`src/rtl/ddr5_bank_cmd_sequencer.sv`:
```
// Sequences one DDR5 bank access per request: ACT0/ACT1, CAS0/CAS1 (RD or WR), then PRE.
// Latency: ACT0 one cycle after accept; CAS0 at ACT0+T_RCD; PRE at the later of the tRAS and tRTP/tWR bounds.
// Backpressure: req_ready is high only in IDLE, so a single request is in flight until tRP has mostly elapsed.
// Ports: clock/reset_n (sync, active-low); req_* upstream request; cmd_* command bus; burst_active data-bus busy; err_op illegal-op pulse.
module ddr5_bank_cmd_sequencer #(
    parameter int unsigned T_RCD   = 39,
    parameter int unsigned T_CL    = 40,
    parameter int unsigned T_CWD   = 38,
    parameter int unsigned T_RAS   = 76,
    parameter int unsigned T_RP    = 39,
    parameter int unsigned T_RTP   = 18,
    parameter int unsigned T_WR    = 72,
    parameter int unsigned T_BURST = 8
) (
    input  logic        clock,
    input  logic        reset_n,
    input  logic        req_valid,
    output logic        req_ready,
    input  logic [1:0]  req_op,
    input  logic [15:0] req_row,
    input  logic [9:0]  req_col,
    input  logic [1:0]  req_bank,
    input  logic [2:0]  req_bg,
    output logic        cmd_valid,
    output logic [3:0]  cmd,
    output logic [2:0]  cmd_bg,
    output logic [1:0]  cmd_bank,
    output logic [15:0] cmd_row,
    output logic [9:0]  cmd_col,
    output logic        burst_active,
    output logic        err_op
);

    typedef enum logic [3:0] {
        S_IDLE, S_ACT0, S_ACT1, S_WAIT_CAS, S_CAS0, S_CAS1, S_WAIT_PRE, S_PRE, S_WAIT_RP
    } state_t;

    localparam logic [3:0] CMD_NULL = 4'd0;
    localparam logic [3:0] CMD_ACT0 = 4'd1;
    localparam logic [3:0] CMD_ACT1 = 4'd2;
    localparam logic [3:0] CMD_RD0  = 4'd3;
    localparam logic [3:0] CMD_RD1  = 4'd4;
    localparam logic [3:0] CMD_WR0  = 4'd5;
    localparam logic [3:0] CMD_WR1  = 4'd6;
    localparam logic [3:0] CMD_PRE  = 4'd7;

    localparam logic [1:0] OP_WRITE   = 2'd1;
    localparam logic [1:0] OP_ILLEGAL = 2'd3;

    // Timing limits in 10 bits so sums of 8-bit parameters and counter+1 never overflow.
    localparam logic [9:0] RCD_L    = 10'(T_RCD);
    localparam logic [9:0] RAS_L    = 10'(T_RAS);
    localparam logic [9:0] RTP_L    = 10'(T_RTP);
    localparam logic [9:0] WR_PRE_L = 10'(T_CWD + T_BURST + T_WR);
    localparam logic [9:0] CL_L     = 10'(T_CL);
    localparam logic [9:0] CWD_L    = 10'(T_CWD);
    localparam logic [9:0] BURST_L  = 10'(T_BURST);
    // Cycles-since-PRE value in the last cycle before IDLE is re-entered at PRE+T_RP-1.
    localparam logic [7:0] RP_LAST  = 8'(T_RP - 2);

    state_t      state, state_nxt;
    logic [1:0]  op_q;
    logic [15:0] row_q;
    logic [9:0]  col_q;
    logic [1:0]  bank_q;
    logic [2:0]  bg_q;
    logic [8:0]  cnt_act;   // cycles since ACT0, saturating
    logic [8:0]  cnt_cas;   // cycles since CAS0, saturating
    logic [7:0]  rp_cnt;    // cycles since PRE
    logic        cas_seen;
    logic        burst_wr;
    logic        accept;
    logic        accept_legal;
    logic [9:0]  act_nxt;
    logic [9:0]  cas_nxt;
    logic [9:0]  burst_lat;
    logic        pre_ok;

    assign accept       = req_valid && req_ready;
    assign accept_legal = accept && (req_op != OP_ILLEGAL);
    // Elapsed counts as they will be in the following cycle: a transition decided now lands there.
    assign act_nxt      = {1'b0, cnt_act} + 10'd1;
    assign cas_nxt      = {1'b0, cnt_cas} + 10'd1;
    assign pre_ok       = (act_nxt >= RAS_L) &&
                          (cas_nxt >= ((op_q == OP_WRITE) ? WR_PRE_L : RTP_L));

    // State register
    always_ff @(posedge clock) begin
        if (!reset_n) state <= S_IDLE;
        else          state <= state_nxt;
    end

    // Next-state logic
    always_comb begin
        state_nxt = state;
        unique case (state)
            S_IDLE:     if (accept_legal) state_nxt = S_ACT0;
            S_ACT0:     state_nxt = S_ACT1;
            S_ACT1,
            S_WAIT_CAS: state_nxt = (act_nxt >= RCD_L) ? S_CAS0 : S_WAIT_CAS;
            S_CAS0:     state_nxt = S_CAS1;
            S_CAS1,
            S_WAIT_PRE: state_nxt = pre_ok ? S_PRE : S_WAIT_PRE;
            S_PRE,
            S_WAIT_RP:  state_nxt = (rp_cnt >= RP_LAST) ? S_IDLE : S_WAIT_RP;
            default:    state_nxt = S_IDLE;
        endcase
    end

    // Output logic
    always_comb begin
        req_ready = (state == S_IDLE);
        cmd       = CMD_NULL;
        case (state)
            S_ACT0:  cmd = CMD_ACT0;
            S_ACT1:  cmd = CMD_ACT1;
            S_CAS0:  cmd = (op_q == OP_WRITE) ? CMD_WR0 : CMD_RD0;
            S_CAS1:  cmd = (op_q == OP_WRITE) ? CMD_WR1 : CMD_RD1;
            S_PRE:   cmd = CMD_PRE;
            default: cmd = CMD_NULL;
        endcase
        cmd_valid = (cmd != CMD_NULL);
        cmd_bg    = cmd_valid ? bg_q   : '0;
        cmd_bank  = cmd_valid ? bank_q : '0;
        cmd_row   = cmd_valid ? row_q  : '0;
        cmd_col   = cmd_valid ? col_q  : '0;
    end

    // The data burst is timed purely from CAS0, so it may outlive PRE and run into WAIT_RP.
    assign burst_lat    = burst_wr ? CWD_L : CL_L;
    assign burst_active = cas_seen &&
                          ({1'b0, cnt_cas} >= burst_lat) &&
                          ({1'b0, cnt_cas} <  (burst_lat + BURST_L));

    // Request capture, timers and error pulse
    always_ff @(posedge clock) begin
        if (!reset_n) begin
            op_q     <= '0;
            row_q    <= '0;
            col_q    <= '0;
            bank_q   <= '0;
            bg_q     <= '0;
            cnt_act  <= '0;
            cnt_cas  <= '0;
            rp_cnt   <= '0;
            cas_seen <= 1'b0;
            burst_wr <= 1'b0;
            err_op   <= 1'b0;
        end else begin
            err_op <= accept && (req_op == OP_ILLEGAL);

            if (accept_legal) begin
                op_q    <= req_op;
                row_q   <= req_row;
                col_q   <= req_col;
                bank_q  <= req_bank;
                bg_q    <= req_bg;
                cnt_act <= '0;
            end else if (cnt_act != 9'h1FF) begin
                cnt_act <= cnt_act + 9'd1;
            end

            if (state_nxt == S_CAS0) begin
                cnt_cas  <= '0;
                cas_seen <= 1'b1;
                burst_wr <= (op_q == OP_WRITE);
            end else if (cnt_cas != 9'h1FF) begin
                cnt_cas <= cnt_cas + 9'd1;
            end

            if (state_nxt == S_PRE)   rp_cnt <= '0;
            else if (state == S_PRE || state == S_WAIT_RP) rp_cnt <= rp_cnt + 8'd1;
        end
    end

endmodule
```
`config.mk`:
```
export PLATFORM = sky130hd
export DESIGN_NAME = ddr5_bank_cmd_sequencer
export DESIGN_NICKNAME = d
export VERILOG_FILES = /design/src/rtl/ddr5_bank_cmd_sequencer.sv
export SDC_FILE = /design/constraint.sdc
export NUM_CORES = 1
export LEC_CHECK = 0
export ABC_AREA = 0
export CAP_MARGIN = 10
export CORE_MARGIN = 2
export CORE_UTILIZATION = 45
export DETAILED_ROUTE_END_ITERATION = 8
export PLACE_DENSITY = 0.72
export SYNTH_ARGS = -nofsm -noshare
export SYNTH_HDL_FRONTEND = slang
export SYNTH_SLANG_ARGS = --single-unit
```
`constraint.sdc`:
```
create_clock -name clock -period 2.6 [get_ports clock]
set_clock_uncertainty 0.1 [all_clocks]
set_input_delay 0.52 -clock clock [delete_from_list [all_inputs] [get_ports clock]]
set_output_delay 0.52 -clock clock [all_outputs]
set_load 0.1 [all_outputs]
```
# Yosys cells after proc, flatten, opt, wreduce, memory -nomap -nowiden
# Index checks and enable logic that the tools add are counted.
# W data, S select, Z words.
[word_totals]
reg_bits = 66
inputBits = 36
output_inout_bits = 39
elab_cells = 69
[op_classes]
addsub = 6
n_lt_le_gt_ge = 6
eq_ne = 15
mux = 14
bitwise_logic = 1
n_reduce_logical = 15
[op_table]
columns = ["op", "n"]
rows = [
  ["$eq A4 B3 Y1 const B", 6],
  ["$pmux W4 S6", 1],
  ["$add A9 B1 Y10 const B", 2],
  ["$add A9 B1 Y9 const B", 2],
  ["$ne A9 B9 Y1 const B", 2],
  ["$mux W16", 1],
  ["$pmux W3 S5", 1],
  ["$mux W4", 3],
  ["$reduce_or A2 Y1", 6],
  ["$ge A10 B6 Y1 const B", 1],
  ["$ge A10 B7 Y1", 1],
  ["$ge A10 B7 Y1 const B", 1],
  ["$mux W10", 1],
  ["$ge A9 B6 Y1", 1],
  ["$lt A9 B7 Y1", 1],
  ["$mux W3", 3],
  ["$add A8 B1 Y8 const B", 1],
  ["$eq A4 B2 Y1 const B", 2],
  ["$ge A8 B6 Y1 const B", 1],
  ["$add A6 B4 Y7 const B", 1],
  ["$mux W7", 1],
  ["$logic_and A1 B1 Y1", 6],
  ["$eq A4 B1 Y1 const B", 1],
  ["$eq A4 B4 Y1 const B", 1],
  ["other kinds (9)", 10],
]

# Depth between registers and ports, before layout
# Gate-level depths: netlist of the first run.
[logic_depth]
depth_word = 8
ltp_mapped = 10

# Least setup slack after synthesis of the first run
# Ideal clock, no wire load.
[synth_path]
path_kind = "flip-flop to output port"
start = "reg state[0]"
end = "out cmd[0]"
t_arrival_ps = 3081
setup_slack_ps = -1101
stages_incl_launch_ff = 5
cell_sequence = "dfxtp_1 > buf_2 > xor2_1 > nor2_1 > a211oi_1"
[synth_via]
elab_chain_cells = 2
elab_cells_between_ends = 6
cone_classes = "eq/ne: 5; mux: 1"
[synth_lines]
columns = ["item", "line_no", "rtl"]
rows = [
  ["from (decl)", "61", "state_t state, state_nxt;"],
  ["from (signal assigned)", "90", "else state <= state_nxt;"],
  ["$eq A4 B3 Y1 (tied with other cells)", "114", "case (state)"],
  ["$pmux W3 S5 (*)", "114", ""],
  ["to (decl)", "25", "output logic [3:0] cmd,"],
]
# Every way passes the cells marked *; elsewhere a longest branch is shown, timed or not.

# Final worst setup path of the first run
[layout_path]
start = "reg cnt_cas[4]"
end = "out burst_active"
[layout_via]
elab_chain_cells = 3
elab_cells_between_ends = 4
cone_classes = "order compare: 2; reduce/logical: 2"
[layout_lines]
columns = ["item", "line_no", "rtl"]
rows = [
  ["from (decl)", "68", "logic [8:0] cnt_cas;"],
  ["from (signal assigned)", "168", "cnt_cas <= cnt_cas + 9'd1;"],
  ["$ge A9 B6 Y1", "132", "({1'b0, cnt_cas} >= burst_lat) &&"],
  ["$logic_and A1 B1 Y1", "131", "assign burst_active = cas_seen &&"],
  ["$logic_and A1 B1 Y1 (*)", "132", ""],
  ["to (decl)", "30", "output logic burst_active,"],
]
# Marked as above.

==> results summary, run 1 <==
The initial utilization of the core area, before any placement, comes to 46.4%. The most common library cell in the layout ignoring fill and taps is nand2_1. The area of the die is 8690 sq um. The number of storage elements in the synthesis netlist came out at 66.

The placer congestion estimate is about 0.9. The number of cell rows is 32. The TritonCTS buffer count is 9. The antenna diode count came out at 0. The detail route stage leaves a number of antenna-violating nets equal to 0. The detailed-routing iteration count for the pre-antenna-repair pass is 6. Synthesis produced a netlist with a net count of 501. The net count of the finished layout came out at between 500 and 600. Detailed placement finished with a half-perimeter wire length of 6100 microns. The library cells used most frequently in the layout, excluding fill and tap cells, are nand2_1 (80), dfxtp_1 (58), nor2_1 (47). The distinct cell type count of the synthesized netlist is 54. The data arrival time at the worst-slack endpoint is 1950 ps. Timing would allow up to about 0.4 GHz.

The maximum fanout encountered on the critical timing path is 2. The maximum buffer depth of the clock tree came out at 2. In the synthesized netlist the async set-or-reset flop fraction comes to 0%. The core area came out at 7730 sq um. Global routing consumed, over all layers together, 20.1% of the routing resources. The number of endpoints failing setup at the final stage is 0. The maximum number of pins on one net before global-route repair came out at 33. Including well taps, the total number of placed cells is 607. VDD sags by at most 0.000340 V. The worst setup path is of the register to output pin kind.

The worst setup path is launched from a register. The max-capacitance violation count came out at 0. The number of DRC violations after detailed routing is 0. The global-route wire length before repair came out at 14000 microns. The number of flops mapped to enable cells by yosys came out at 0. After clock tree synthesis, the flow added hold-fix buffers numbering 0. The ratio of cells with drive above 1 in the final layout came out at roughly 25%. The required time of the critical path is 1980 ps.

The number of global-route vias before repair came out at 3033. Among all flip-flop cells after synthesis, the most frequent one is dfxtp_1. Setup repair after global routing could not meet its margin everywhere.

The final global-route overflow total is 0. The routed length per instance is 13.5 microns. The initial antenna violation count came out at 0.

The average cell area after synthesis came out at between 7 and 8 sq um. TritonCTS built the clock tree. The height of the die is 93.2 microns. The via total after detailed routing came out at 3166. The worst slack at placement came out at 94.6 ps.

For this run, the number of standard cells in the final layout without fillers is 624. The run finished with clean final reports. The synthesis-to-layout area growth is 43.7%. The hold slack came out at 349 ps. The path class of the tightest hold or removal check is register to register. The number of I/O port buffers is 73. The die boundary width is 93.2 microns.

The via density per instance came out at between 5 and 6. Dividing total power by cell area gives a power density of 566 nW/um^2. The final worst setup slack is 29.5 ps. Wires add up to roughly 8400 microns. For this run, the number of Yosys warnings is 0. The number of placed I/O pins came out at 75. The number of clock sinks seen by CTS is 66. After clock tree synthesis, the clock-pin slew on the worst setup and hold paths is 80 ps. The kind of capture point of the worst setup path is an output pin. The number of hold violations in the final report came out at 0.

Once layout is complete, the utilization of the core stands at 66.6%. The static power due to leakage came out at 2.06 nW. The library cell used as clock root buffer is clkbuf_8. The sequential-to-total area share from yosys stat is 36.9%. The count of final max-slew check failures came to 0.

The total negative setup slack is 0 ps. The final clock period utilization by the worst path is 98.9%. The clock insertion delay at the later pin of the skew report is 340 ps.

The number of standard cells after synthesis came out at 448. The mapped cell area is 3580 sq um. The H-tree was split into 3 levels. The clock period minus final worst setup slack came out at about 2600 ps.

For this block, the initial DRC count from the detailed router was 113.
==> cell families (layout without fill, tap and decap cells) <==
group	Yosys count	count (layout)	share of synthesized area, %
and+or+nand+nor	221	221	29.9
DFF	66	66	36.9
AOI/OAI and AO/OA	65	65	11.9
buffers and inverters	39	113	5.31
xor gates and xnor gates	29	29	7.09
adders and majority gates	18	18	6.25
muxes	9	9	2.55
other	1	1	0.105
==> worst paths after layout <==
| check | start | to | slack [ps] | cells after the start |
|---|---|---|---|---|
| worst max-delay path | cnt_cas[4] | burst_active | 30 | 5 |
| worst max register to register | cnt_cas[0] | rp_cnt[1] | 170 | 9 |
| worst min-delay path | bank_q[1] | bank_q[1] | 350 | 2 |
| worst min register to register | bank_q[1] | bank_q[1] | 350 | 2 |
==> where the power goes <==
group          internal [W]  switching, W  total, W
clock network      0.000637      0.000404   0.00104
registers           0.00106     0.0000363   0.00110
logic              0.000298      0.000474  0.000772
total               0.00200      0.000914   0.00291
==> flip-flops by register name, summed over array words and instances, names as in the netlist <==
| name | cells |
|---|---|
| row_q | 16 |
| col_q | 10 |
| cnt_act | 9 |
| cnt_cas | 9 |
| rp_cnt | 8 |
| state | 4 |
| bg_q | 3 |
| bank_q | 2 |
| op_q | 2 |
| burst_wr | 1 |
| cas_seen | 1 |
| err_op | 1 |
==> critical path: stages, from the launching register on <==
cell     delay, ps
dfxtp_4        350
ha_1           190
or4b_4         490
nor3_4         200
o311a_4        210
buf_12         170
==> metal layers <==
metal	track usage, %	routed length (microns)
met5	0	0
met4	8.46	167
met3	3.38	269
met2	35.1	4210
met1	24.3	3780
==> through the flow <==
stage               total power [W]  instance area [sq um]
global placement            0.00188                   4840
global route                0.00304                   5150
floorplan                   0.00162                   3690
detailed placement          0.00190                   4840
CTS                         0.00294                   5090
finish                      0.00291                   5150
==> what timing repair did <==
item,4_1_cts,5_1_grt
resized for setup,3,16
setup endpoints to repair,32,20
pin swaps,0,2
setup buffers,0,1
==> cells in the mapped netlist, types with 2 or more instances <==
cell / number / share of area, %
nand2_1: 81 / 8.5
dfxtp_1: 66 / 37
nor2_1: 49 / 5.1
a21oi_1: 39 / 5.4
and2_1: 34 / 5.9
ha_1: 17 / 5.9
clkbuf_1: 15 / 1.6
xor2_1: 15 / 3.7
xnor2_1: 14 / 3.4
nor3_1: 12 / 1.7
inv_1: 10 / 1.0
nand3_1: 10 / 1.4
mux2i_1: 8 / 2.2
buf_2: 7 / 0.98
and3_1: 6 / 1.0
nand2b_1: 6 / 1.0
nor2b_1: 6 / 1.0
nand4_1: 5 / 0.87
a211oi_1: 4 / 0.84
buf_6: 4 / 1.3
o2111ai_1: 3 / 0.73
o21ai_0: 3 / 0.42
a21o_1: 2 / 0.42
a31oi_1: 2 / 0.35
==> final cells by class <==
cell class                      instances  area, sq um
Sequential cell                        66         1340
Timing Repair Buffer                   86         1210
Clock buffer                            9          124
Clock inverter                          7          118
Multi-Input combinational cell        343         2190
Inverter                               11         41.3
Tap cell                              102          128
Fill cell                             616         2580
Power figures use the tool's default switching activity.
==> run 2: changes to the inputs <==
Settings changed: TNS_END_PERCENT from default to 1.
==> results summary, run 2 (synthesis results as in run 1) <==
The number of hold buffers added after cts is 0 (unchanged). The worst register-to-register path begins at cnt_cas[0]. The number of cell rows is 32 (unchanged). The number of global-route vias before repair is 3022 (-0.36%). The TritonCTS buffer count came out at 9 (unchanged). The final standard cell utilization of the core is 65.7% (-0.89 points).

The largest registers in the layout are row_q (16), col_q (10). The net count of the finished layout is 571 (+0.18%). The hold slack was 351 ps (+1.18 ps).

The worst setup path is of the register to output pin kind. The detailed-routing iteration count for the pre-antenna-repair pass came out at 4 (-2). The overall track demand over capacity in global routing is 20.3% (+0.21 points). The clock period minus final worst setup slack was 2520 ps (-54.8 ps). The level count of the clock H-tree is 3 (unchanged). The power density of the placed cells was 557 nW/um^2 (-1.6%). The residual antenna-violating net count after detailed routing is 0 (unchanged). The flip-flop count of the largest register after layout is 16 (unchanged). The flow ran to the end, and the final reports show no timing, DRC or antenna violations. The total power is 0.00283 W (-3.0%).

Clock tree synthesis selected as its root buffer the cell clkbuf_8. The critical path startpoint category is a register. The via density per instance came out at 5.18 (+2.0%). The height of the die came to 93.2 microns (unchanged). The synthesis-to-layout area growth came out at 41.7%. The tightest min-delay check is of the register to register type. The number of DRC violations after detailed routing is 0 (unchanged). The critical hold path startpoint is col_q[0].

The final worst setup slack came to 84.3 ps (+54.8 ps). The worst slack at placement is 91.7 ps (-2.92 ps). The core area came out at 7730 sq um (unchanged). The max-capacitance violation count was 0 (unchanged). The DRC violation total after the first TritonRoute iteration came out at 92 (-19%). In the layout the commonest cells are nand2_1 (81), dfxtp_1 (59), nor2_1 (48). The estimated wirelength of the detail-placed design came to 6280 microns (+3.0%). The CTS tree is done. The critical path's largest stage delay is 450 ps (-40 ps). The number of endpoints failing setup at the final stage came out at 0 (unchanged). The clock transition at the registers of the reported paths is 70 ps (about the same). The static power due to leakage came out at 2.04 nW (-0.86%). The antenna diode count came to 0 (unchanged). The number of hold violations in the final report is 0 (unchanged). The routed length per instance came out at 13.7 microns (+1.5%).

The maximum buffer depth of the clock tree came out at 2 (unchanged). The number of placed instances, taps included came out at 608 (+0.16%). The maximum number of pins on one net before global-route repair is 33 (unchanged).

The fmax is 0.398 GHz (+2.2%). The final clock period utilization by the worst path came out at 96.8% (-2.1 points). The number of clock sinks seen by CTS came out at 66 (unchanged). The library cell used most frequently in the layout, excluding fill and tap cells, is nand2_1.

The post-layout instance count excluding filler cells came out at 625 (+0.16%). The final global-route overflow total is 0 (unchanged). The slowest library cell on the worst path is dfxtp_1. The global-route wire length before repair came out at 14200 microns (+1.4%). The ratio of cells with drive above 1 in the final layout came out at 20.1% (-4.8 points). The maximum ir drop on the vdd rail came to 0.000408 V (+20%). The register with the most flip-flops in the final layout is row_q. The worst setup path is captured at an output pin.

The die boundary width came to 93.2 microns (unchanged). The data arrival time at the worst-slack endpoint came out at 1900 ps (-50 ps). The via total after detailed routing is 3235 (+2.2%).

The starting utilization of the core area is 46.4% (unchanged). The number of placed I/O pins came out at 75 (unchanged). The clock insertion delay at the later pin of the skew report is 340 ps (about the same). Traced cell by cell, the critical path runs through ha_1 -> nor2b_1 -> o21a_1 -> o21ai_1 -> o311a_1 -> buf_12.

The maximum fanout encountered on the critical timing path is 5 (+3). The area of the die is 8690 sq um (unchanged). The placer congestion estimate is 0.885 (+0.47%). The launching element of the worst setup path is cnt_cas[2].

The number of I/O port buffers is 73 (unchanged). The count of final max-slew check failures came out at 0 (unchanged). The required time of the critical path is 1980 ps (about the same). The initial antenna violation count was 0 (unchanged). The routed wire length is 8570 microns (+1.7%).
-- run 2: path summary, 6_finish.rpt --
check | endpoint | slack, ps | cells past startpoint
max | burst_active | 80 | 6
min reg2reg | col_q[0] | 350 | 2
max reg2reg | rp_cnt[4] | 160 | 9
min | col_q[0] | 350 | 2
-- run 2: layout make-up --
class / instances / area [sq um]
fill: 598 / 2650
multi-input combinational: 343 / 2120
sequential: 66 / 1340
timing repair buffer: 87 / 1230
clock buffer: 11 / 141
tap: 102 / 128
clock inverter: 5 / 77.6
inverter: 11 / 41.3
-- run 2: per-layer routing --
layer | part of all wire (%) | GRT usage (%)
met5 | 0 | 0
met4 | 1.3 | 7.72
met3 | 3.7 | 3.38
met2 | 53 | 36.2
met1 | 42 | 24.3
-- run 2: critical path: cells and delay by family (launching register included) --
| family | cells | cell delay (ps) |
|---|---|---|
| AO/OA/AOI/OAI | 3 | 500 |
| adder cells (fa/ha/maj) | 1 | 290 |
| buffers and inverters | 1 | 190 |
| flip-flops | 1 | 450 |
| AND/OR/NAND/NOR | 1 | 140 |
-- run 2: where the power goes --
group / switching (W) / leakage [nW] / total (W) / internal [W]
Sequential: 0.0000384 / 0.541 / 0.00110 / 0.00106
Clock: 0.000401 / 0.109 / 0.000965 / 0.000563
Combinational: 0.000469 / 1.39 / 0.000761 / 0.000292
-- run 2: what timing repair did --
item                                    in CTS  in global routing
endpoints found under the hold margin        0                  0
gates resized for setup                      7                  9
pin swaps                                    2                  4
endpoints found under the setup margin      32                 22
setup buffers                                1                  0
-- run 2: stage by stage --
stage,instance area [sq um],TNS [ps]
floorplan,3610,-8660
global placement,4820,0
detailed placement,4820,0
CTS,5060,0
global route,5080,-0.193
finish,5080,0
==> run 3: changes to the inputs <==
Settings changed: CTS_CLUSTER_DIAMETER from default to 50.
==> results of run 3 <==
Same layout as run 2: the final DEF is identical, and so are final timing and power.
==> edit: new RTL, flow settings as in run 2 <==
Put one more register stage on the output `err_op`, with the module's reset. The value now appears one clock later. The other outputs are not delayed to match.
--- a/src/rtl/ddr5_bank_cmd_sequencer.sv
+++ b/src/rtl/ddr5_bank_cmd_sequencer.sv
@@ -57,6 +57,8 @@
     localparam logic [9:0] BURST_L  = 10'(T_BURST);
     // Cycles-since-PRE value in the last cycle before IDLE is re-entered at PRE+T_RP-1.
     localparam logic [7:0] RP_LAST  = 8'(T_RP - 2);
+
+    logic err_op_s0;
 
     state_t      state, state_nxt;
     logic [1:0]  op_q;
@@ -145,9 +147,9 @@
             rp_cnt   <= '0;
             cas_seen <= 1'b0;
             burst_wr <= 1'b0;
-            err_op   <= 1'b0;
+            err_op_s0 <= 1'b0;
         end else begin
-            err_op <= accept && (req_op == OP_ILLEGAL);
+            err_op_s0 <= accept && (req_op == OP_ILLEGAL);
 
             if (accept_legal) begin
                 op_q    <= req_op;
@@ -173,4 +175,12 @@
         end
     end
 
+    always_ff @(posedge clock) begin
+        if (!reset_n) begin
+            err_op <= '0;
+        end else begin
+            err_op <= err_op_s0;
+        end
+    end
+
 endmodule
Behaviour: not the same (a bounded check fails within 4 cycles, from zero or initial values and one cycle with reset_n low).
==> edit against run 2 <==
The run now ends with setup timing left; combinational power down 6.3%; design area up 4.9%; worst setup slack worse by 0.11 ns; sequential share of layout area down 1.0 points; routed wire length up 4.5%; utilization up 3.2 points; sequential cell count up 1; area after synthesis up 0.49%; global-route usage up 0.91 points; register-to-register slack worse by 0.19 ns; total power down 2.1%; largest power group unchanged; highest routed layer unchanged.
==> edit: results (changes against run 2) <==
[outcome]
status=finished, violations left
violations=setup timing

[power]
leakage_nw=2.15  ; +5.4%
swShare_pct=30.9  ; -1.2 points
max-vdd-ir-drop_mv=0.336  ; -18%

[cells_and_area]
reg_top3=row_q x16, col_q x10
drive_gt1_share_pct=22.6  ; +2.5 points
num_antenna_cells=0  ; unchanged
fill_cells=618  ; +3.3%
fin_nets=590  ; +3.3%

[global_routing]
grt_pass1_wl_um=14800  ; +3.6%
gr-usage-all-layers_pct=21.2  ; +0.91 points
grt_pass1_vias=3201  ; +5.9%
antenna_found_initial=0  ; unchanged
grt_max_degree=33  ; unchanged

[yosys]
synthTopCellsByArea=dfxtp_1, nand2_1, ha_1, and2_1, nor2_1
synth-compound-area-share_pct=15.6  ; +3.7 points
yosysSeqAreaShare_pct=37.3  ; +0.38 points
syn-num-nets=499  ; -0.40%
synth.area.mux_share_pct=1.43  ; -1.1 points
synth_ff_type=dfxtp_1
ys_types=49  ; -9.3%
synthTopCellsByCount=nand2_1, dfxtp_1, nor2_1
synthAdderAreaFrac_pct=6.19  ; -0.065 points
yosys.area_share.xor_xnor_pct=7.06  ; -0.035 points

[cts]
cts_made_buffers=9  ; unchanged
cts_max_path_buffers=2  ; unchanged
clk_latency_ns=0.34  ; about the same
clockRootBuffer=clkbuf_8

[critical_path]
ff2ff_path_depth=12  ; +3
worstPathMaxFanout=8  ; +3
critPathLaunch=cnt_cas[0]
cpMaxStageDelayCell=a2111oi_4
cp_top_family=compound AO/OA/AOI/OAI gates
reg2reg_to=rp_cnt[2]
cp_slowest_stage_delay_ns=0.42  ; -0.03 ns
end_kind=register

[timing]
setup_viol=8  ; +8
worst_slew_pin_slew_ns=0.519
layout_setup_ws_ns=-0.0252  ; -0.110 ns

[routing]
viasPerCell=5.15  ; -0.49%
wl_um=8950  ; +4.5%
first_iter_violations=76  ; -17%

[min_path]
min_to=row_q[11]
min_from=row_q[11]

[placement]
place.gp.congestion=0.837  ; -5.4%
place_ws_ns=-0.191  ; -0.282 ns
dp_hpwl_um=6150  ; -2.0%
placed_area_um2=4970  ; +3.2%

[edit: changes by cell type after synthesis, moves of 3 or more]
cell       before  now
a21oi_1        39   12
a211oi_1        4    1
o21ai_0         3    6
a21boi_0        0   26
mux2i_1         8    4
nor2_1         49   55
inv_1          10   13
o21a_1          1    4
buf_6           4    0
o2111ai_1       3    0
nor3_1         12    8
a21boi_1        0    5
[edit: area by class of cell]
cell class | instances | area (µm²) | area share (%)
sequential | 67 | 1350 | 25.3
tap | 102 | 128 | 2.40
multi-input combinational | 341 | 2240 | 42.0
clock inverter | 5 | 77.6 | 1.46
clock buffer | 10 | 138 | 2.58
timing repair buffer | 105 | 1350 | 25.3
inverter | 13 | 48.8 | 0.916
[edit: timing repair]
action / 4_1_cts / 5_1_grt
resized for setup: 14 / 11
pin swaps: 2 / 4
hold endpoints to repair: 0 / 0
setup buffers: 1 / 1
endpoints found under the setup margin: 41 / 55
[edit: per-layer routing]
layer | vias up | global-route usage [%] | part of all wire [%] | wire length [µm]
met4 | 0 | 7.11 | 1.4 | 129
met3 | 14 | 5.00 | 3.6 | 326
met1 | 1572 | 25.5 | 43 | 3820
met5 | - | 0 | 0 | 0
li1 | 1658 | - | - | -
met2 | 68 | 37.1 | 52 | 4670
[edit: through the flow]
step	utilization (%)	setup TNS [ns]	cells	hold slack, ns
floorplan	-	-13.26	446	0.312
global placement	64.4	-0.803	626	0.321
finish	68.9	-0.168	643	0.349
global route	68.9	-1.18	643	0.374
CTS	68.0	0	642	0.352
detailed placement	64.4	-1.57	626	0.337
[edit: power groups by stage]
stage	registers [W]	clock network [W]	logic (W)
floorplan	0.00113	0	0.000423
global placement	0.00112	0	0.000685
detailed placement	0.00113	0	0.000695
CTS	0.00110	0.000972	0.000708
global route	0.00111	0.00102	0.000757
finish	0.00111	0.000949	0.000713
